### config.mk
export PLATFORM = sky130hd
export DESIGN_NAME = subleq_mem_responder
export DESIGN_NICKNAME = d
export VERILOG_FILES = /design/src/rtl/subleq_mem_responder.sv
export SDC_FILE = /design/constraint.sdc
export NUM_CORES = 2
export LEC_CHECK = 0
export CORE_UTILIZATION = 63
export CTS_CLUSTER_SIZE = 20
export DETAILED_ROUTE_END_ITERATION = 8
export MAX_ROUTING_LAYER = met4
export PLACE_DENSITY_LB_ADDON = 0.12
export SLEW_MARGIN = 20
export SYNTH_ARGS = -nofsm -noshare
export SYNTH_HDL_FRONTEND = slang
export SYNTH_SLANG_ARGS = --single-unit
### constraint.sdc
create_clock -name i_clk -period 7 [get_ports i_clk]
set_input_delay 2.1 -clock i_clk [delete_from_list [all_inputs] [get_ports i_clk]]
set_output_delay 2.1 -clock i_clk [all_outputs]
set_load 0.1 [all_outputs]
### src/rtl/subleq_mem_responder.sv
// subleq_mem_responder: 256x8 RAM, program loader and output FIFO for the subleq core. Optional halt: SUBLEQ_MEM_HALT_EN
module subleq_mem_responder #(
  parameter int         LOAD_BYTES = 256,
  parameter logic [7:0] OUT_ADDR   = 8'hFF,
  parameter int         OUT_DEPTH  = 4,
  parameter logic [7:0] HALT_ADDR  = 8'hFE
) (
  input  logic       i_clk,
  input  logic       i_rstn,
  input  logic [7:0] i_raddr,
  output logic [7:0] o_rdata,
  input  logic [7:0] i_waddr,
  input  logic [7:0] i_wdata,
  input  logic       i_we,
  output logic       o_cpu_rstn,
  input  logic       i_load_start,
  input  logic       i_load_valid,
  input  logic [7:0] i_load_data,
  output logic       o_load_ready,
  output logic       o_load_done,
  output logic       o_out_valid,
  output logic [7:0] o_out_data,
  input  logic       i_out_ready,
  output logic       o_out_overflow,
  output logic       o_halted
);
`ifdef SUBLEQ_MEM_HALT_EN
  localparam logic HALT_EN = 1'b1;
`else
  localparam logic HALT_EN = 1'b0;
`endif
  localparam int PW = $clog2(OUT_DEPTH);
  typedef enum logic [1:0] {S_LOAD, S_RUN, S_HALT} state_t;
  state_t          r_state;
  logic [7:0]      r_ptr;
  logic            r_cpu_rstn;
  logic [7:0]      r_mem [256];
  logic [7:0]      r_fifo [OUT_DEPTH];
  logic [PW-1:0]   r_wp, r_rp;
  logic [PW:0]     r_cnt;
  logic            r_ovf;
  logic            w_load_acc, w_core_we, w_mem_we, w_last, w_halt_hit;
  logic            w_push, w_pop, w_full, w_push_ok, w_flush;
  logic [7:0]      w_laddr, w_mem_addr, w_mem_data;
  // A load_start in LOAD restarts at address 0, even for a byte arriving in the same cycle
  assign w_load_acc = (r_state == S_LOAD) & i_load_valid;
  assign w_laddr    = i_load_start ? 8'd0 : r_ptr;
  assign w_core_we  = (r_state == S_RUN) & i_we;
  assign w_mem_we   = w_load_acc | w_core_we;
  assign w_mem_addr = w_load_acc ? w_laddr : i_waddr;
  assign w_mem_data = w_load_acc ? i_load_data : i_wdata;
  assign w_last     = w_load_acc & ({1'b0, w_laddr} == 9'(LOAD_BYTES - 1));
  assign w_halt_hit = HALT_EN & w_core_we & (i_waddr == HALT_ADDR) & ~i_load_start;
  assign w_flush    = (r_state != S_LOAD) & i_load_start;
  assign w_push     = w_core_we & (i_waddr == OUT_ADDR);
  assign w_pop      = o_out_valid & i_out_ready;
  assign w_full     = r_cnt == (PW + 1)'(OUT_DEPTH);
  assign w_push_ok  = w_push & (~w_full | w_pop);
  assign o_cpu_rstn     = r_cpu_rstn;
  assign o_load_ready   = r_state == S_LOAD;
  assign o_load_done    = r_state != S_LOAD;
  assign o_halted       = r_state == S_HALT;
  assign o_out_valid    = r_cnt != '0;
  assign o_out_data     = o_out_valid ? r_fifo[r_rp] : 8'd0;
  assign o_out_overflow = r_ovf;
  // RAM and FIFO storage, no reset
  always_ff @(posedge i_clk) begin
    if (w_mem_we) r_mem[w_mem_addr] <= w_mem_data;
    if (w_push_ok) r_fifo[r_wp] <= i_wdata;
  end
  // Registered read-first port
  always_ff @(posedge i_clk or negedge i_rstn) begin
    if (!i_rstn) o_rdata <= 8'd0;
    else         o_rdata <= r_mem[i_raddr];
  end
  // Load/run/halt sequencing; core reset release lags RUN entry by one cycle
  always_ff @(posedge i_clk or negedge i_rstn) begin
    if (!i_rstn) begin
      r_state    <= S_LOAD;
      r_ptr      <= 8'd0;
      r_cpu_rstn <= 1'b0;
    end else begin
      r_cpu_rstn <= (r_state == S_RUN) & ~i_load_start & ~w_halt_hit;
      if (r_state == S_LOAD) begin
        if (w_last) r_state <= S_RUN;
        r_ptr <= w_load_acc ? w_laddr + 8'd1 : w_laddr;
      end else if (i_load_start) begin
        r_state <= S_LOAD;
        r_ptr   <= 8'd0;
      end else if (w_halt_hit) begin
        r_state <= S_HALT;
      end
    end
  end
  // Output FIFO bookkeeping; a full FIFO still accepts a push when it pops in the same cycle
  always_ff @(posedge i_clk or negedge i_rstn) begin
    if (!i_rstn) begin
      r_wp  <= '0;
      r_rp  <= '0;
      r_cnt <= '0;
      r_ovf <= 1'b0;
    end else if (w_flush) begin
      r_wp  <= '0;
      r_rp  <= '0;
      r_cnt <= '0;
      r_ovf <= 1'b0;
    end else begin
      if (w_push_ok) r_wp <= r_wp + 1'b1;
      if (w_pop) r_rp <= r_rp + 1'b1;
      r_cnt <= r_cnt + {{PW{1'b0}}, w_push_ok} - {{PW{1'b0}}, w_pop};
      if (w_push & ~w_push_ok) r_ovf <= 1'b1;
    end
  end
endmodule

==> metrics.cfg <==
[outcome]
status = finished clean

[sta]
timing.fmax_ghz = 0.183
hold_violations = 0
tns_ns = 0
post-route-period-util_pct = 77.9
slew_viol_final = 0
setup_viol = 0
whs_ns = 0.507
slew-limit-headroom_pct = 23.4
fin_worst_skew_ns = 0.0199
rsz0062_at_grt = no
finalCriticalPeriod_ns = 5.45
worstMarginPinSlew_ns = 1.15

[worst_setup_path]
ff2ff_path_depth = 6
crit_chain = mux4_2, and2_1, clkdlybuf4s50_1
crit_required_ns = 4.90
cpPeakStageDelay_ns = 0.99
slowest_stage = clkdlybuf4s50_1
cp-start-kind = flop
path_max_fanout = 10
crit_arrival_ns = 3.35
critPathKind = reg -> out
endpoint_kind = output port

[routing]
antenna_left = 0
vias_per_cell = 6.86
wl_per_cell_um = 33.2
drc = 0
finalWirelength_um = 200000
drtIter0Drc = 6142
drtPass1Iterations = 6
vias = 41400

[global_route]
overflow = 0
grt_pass1_wl_um = 288000
grt_pass1_vias = 40900
grt_usage_pct = 32.0
antenna_found_initial = 4
grt_max_degree = 117

[synthesis]
ys_warn_count = 0
synth_top_area_share_pct = 76.0
netlist_instances = 3970
synth_cell_types = 63
syn_area_um2 = 82100
synth-edff-count = 2080
ys_ff_latch = 2106
synth.area.top_cells = edfxtp_1 76%, mux4_2 12%, mux2i_1 1.9%
synth-async-reset-ratio_pct = 1.23
synth_largest_area_cell = edfxtp_1
synth.avg_cell_area_um2 = 20.7
synth_nets = 4016
synth-main-ff-cell = edfxtp_1
yosysSeqAreaShare_pct = 76.8

[floorplanning]
rows = 132
io_pins = 60
coreArea_um2 = 129000
die_height_um = 363
die_area_um2 = 132000
die_w_um = 363
initial_core_util_pct = 63.4

[run]
maxCapViolCount = 0

[placement]
gp_congestion = 0.931
portBuffers = 58
dp_hpwl_um = 122000

[layout]
nFillCells = 7866
layout_commonest_cell = edfxtp_1
syn2layout_area_growth_pct = 11.2
drive_above_1_share_pct = 21.2
nets = 4171
mostFrequentLayoutCells = 2080 x edfxtp_1, 426 x mux4_2, 294 x nor2_1

[clock_network]
insertion_delay_ns = 0.83
clockBufferDepth = 3
cts_tree = built
clock-sinks = 2106
cts_root_buf = clkbuf_16
clk_pin_slew_ns = 0.06
cts-buffers-inserted = 200
ctsResizeCount = 0
ctsHtreeMaxLevel = 4
post-cts-setup-buffer-count = 0
cts_hold_buffers = 0

[power_and_ir_drop]
p_sw_share_pct = 22.3
p_int_w = 0.0208
p_leak_nw = 28.7
irDropWorstVdd_v = 0.000406
powerDensity_nw_per_um2 = 293
p_switching_w = 0.00598
combPwrFrac_pct = 7.2
clock_power_share_pct = 40.3
power_frac_seq_pct = 52.5

[hold_path]
whs_path_depth = 2
min_path_type = reg -> reg

-- power groups by stage --
stage,Sequential [W],Combinational (W),Clock [W]
floorplan,0.0144,0.00118,0
global placement,0.0143,0.00190,0
detailed placement,0.0143,0.00192,0
CTS,0.0141,0.00193,0.0109
global route,0.0141,0.00201,0.0113
finish,0.0141,0.00193,0.0108
-- registers in the layout, summed over array words and instances, names as in the netlist --
| name | cells |
|---|---|
| o_rdata | 8 |
| o_cpu_rstn | 1 |
| r_fifo | 32 |
| o_out_overflow | 1 |
| r_cnt | 3 |
| r_ptr | 8 |
| r_rp | 2 |
| r_wp | 2 |
| r_state | 1 |
| r_mem | 2048 |
-- through the flow --
step	power [W]	utilization, %	worst slack [ns]	area (um2)	std cells
6_report	0.0268	70.5	1.55	91400	6034
5_1_grt	0.0274	70.5	1.41	91300	6033
4_1_cts	0.0269	70.5	1.47	91300	6031
3_5_place_dp	0.0163	65.5	0.953	84800	5665
3_3_place_gp	0.0162	65.5	1.03	84800	5665
2_1_floorplan	0.0156	-	0.160	82100	3970
-- cell usage after synthesis, drive strengths merged, types with 22 or more instances --
cell type	instances
edfxtp	2080
mux4	444
nor2	296
mux2i	156
buf	138
a22oi	133
nand2	119
clkbuf	100
a21oi	52
o221ai	42
o22ai	41
o21ai	28
nor2b	27
dfrtp	26
a211oi	25
nor4	22
-- worst max-delay path: cells and delay by family (launching register included) --
kind | cells | cell delay (ns)
DFF | 1 | 0.76
and+or+nand+nor | 1 | 0.20
muxes | 1 | 0.58
buffers and inverters | 1 | 0.99
-- cell type report --
type	instances	area [um2]	share of cell area [%]
Sequential cell	2106	63100	69.1
Antenna cell	3	7.51	0.00822
Tap cell	1742	2180	2.39
Clock buffer	247	5340	5.84
Timing Repair Buffer	191	1920	2.11
Multi-Input combinational cell	1612	17600	19.2
Clock inverter	119	1170	1.28
Inverter	14	52.6	0.0575
-- logic make-up after synthesis --
kind of cell / synth area share, %
AO/OA/AOI/OAI: 3.61
XOR/XNOR: 0.117
adder cells (fa/ha/maj): 0.131
buffers and inverters: 1.91
flip-flops: 76.8
multiplexers: 14.4
other: 0.00457
AND/OR/NAND/NOR: 3.01
-- metal layers --
metal | vias to the layer above | wire length (um) | track usage [%]
met5 | - | 0 | -
met1 | 21600 | 78200 | 45.2
li1 | 16800 | - | -
met2 | 2527 | 95800 | 47.8
met3 | 379 | 19700 | 5.79
met4 | 0 | 6760 | 11.0
-- final timing paths --
check / endpoint / startpoint / slack [ns]
min in group asynchronous: o_rdata[6] / i_rstn / 1.44
max reg2reg: r_mem[133][4] / r_state[0] / 2.98
min reg2reg: o_out_overflow / o_out_overflow / 0.51
min: o_out_overflow / o_out_overflow / 0.51
max in group asynchronous: r_state[0] / i_rstn / 4.91
max: o_out_data[4] / r_rp[0] / 1.55
Note: power is estimated with default switching activity, not from simulation.
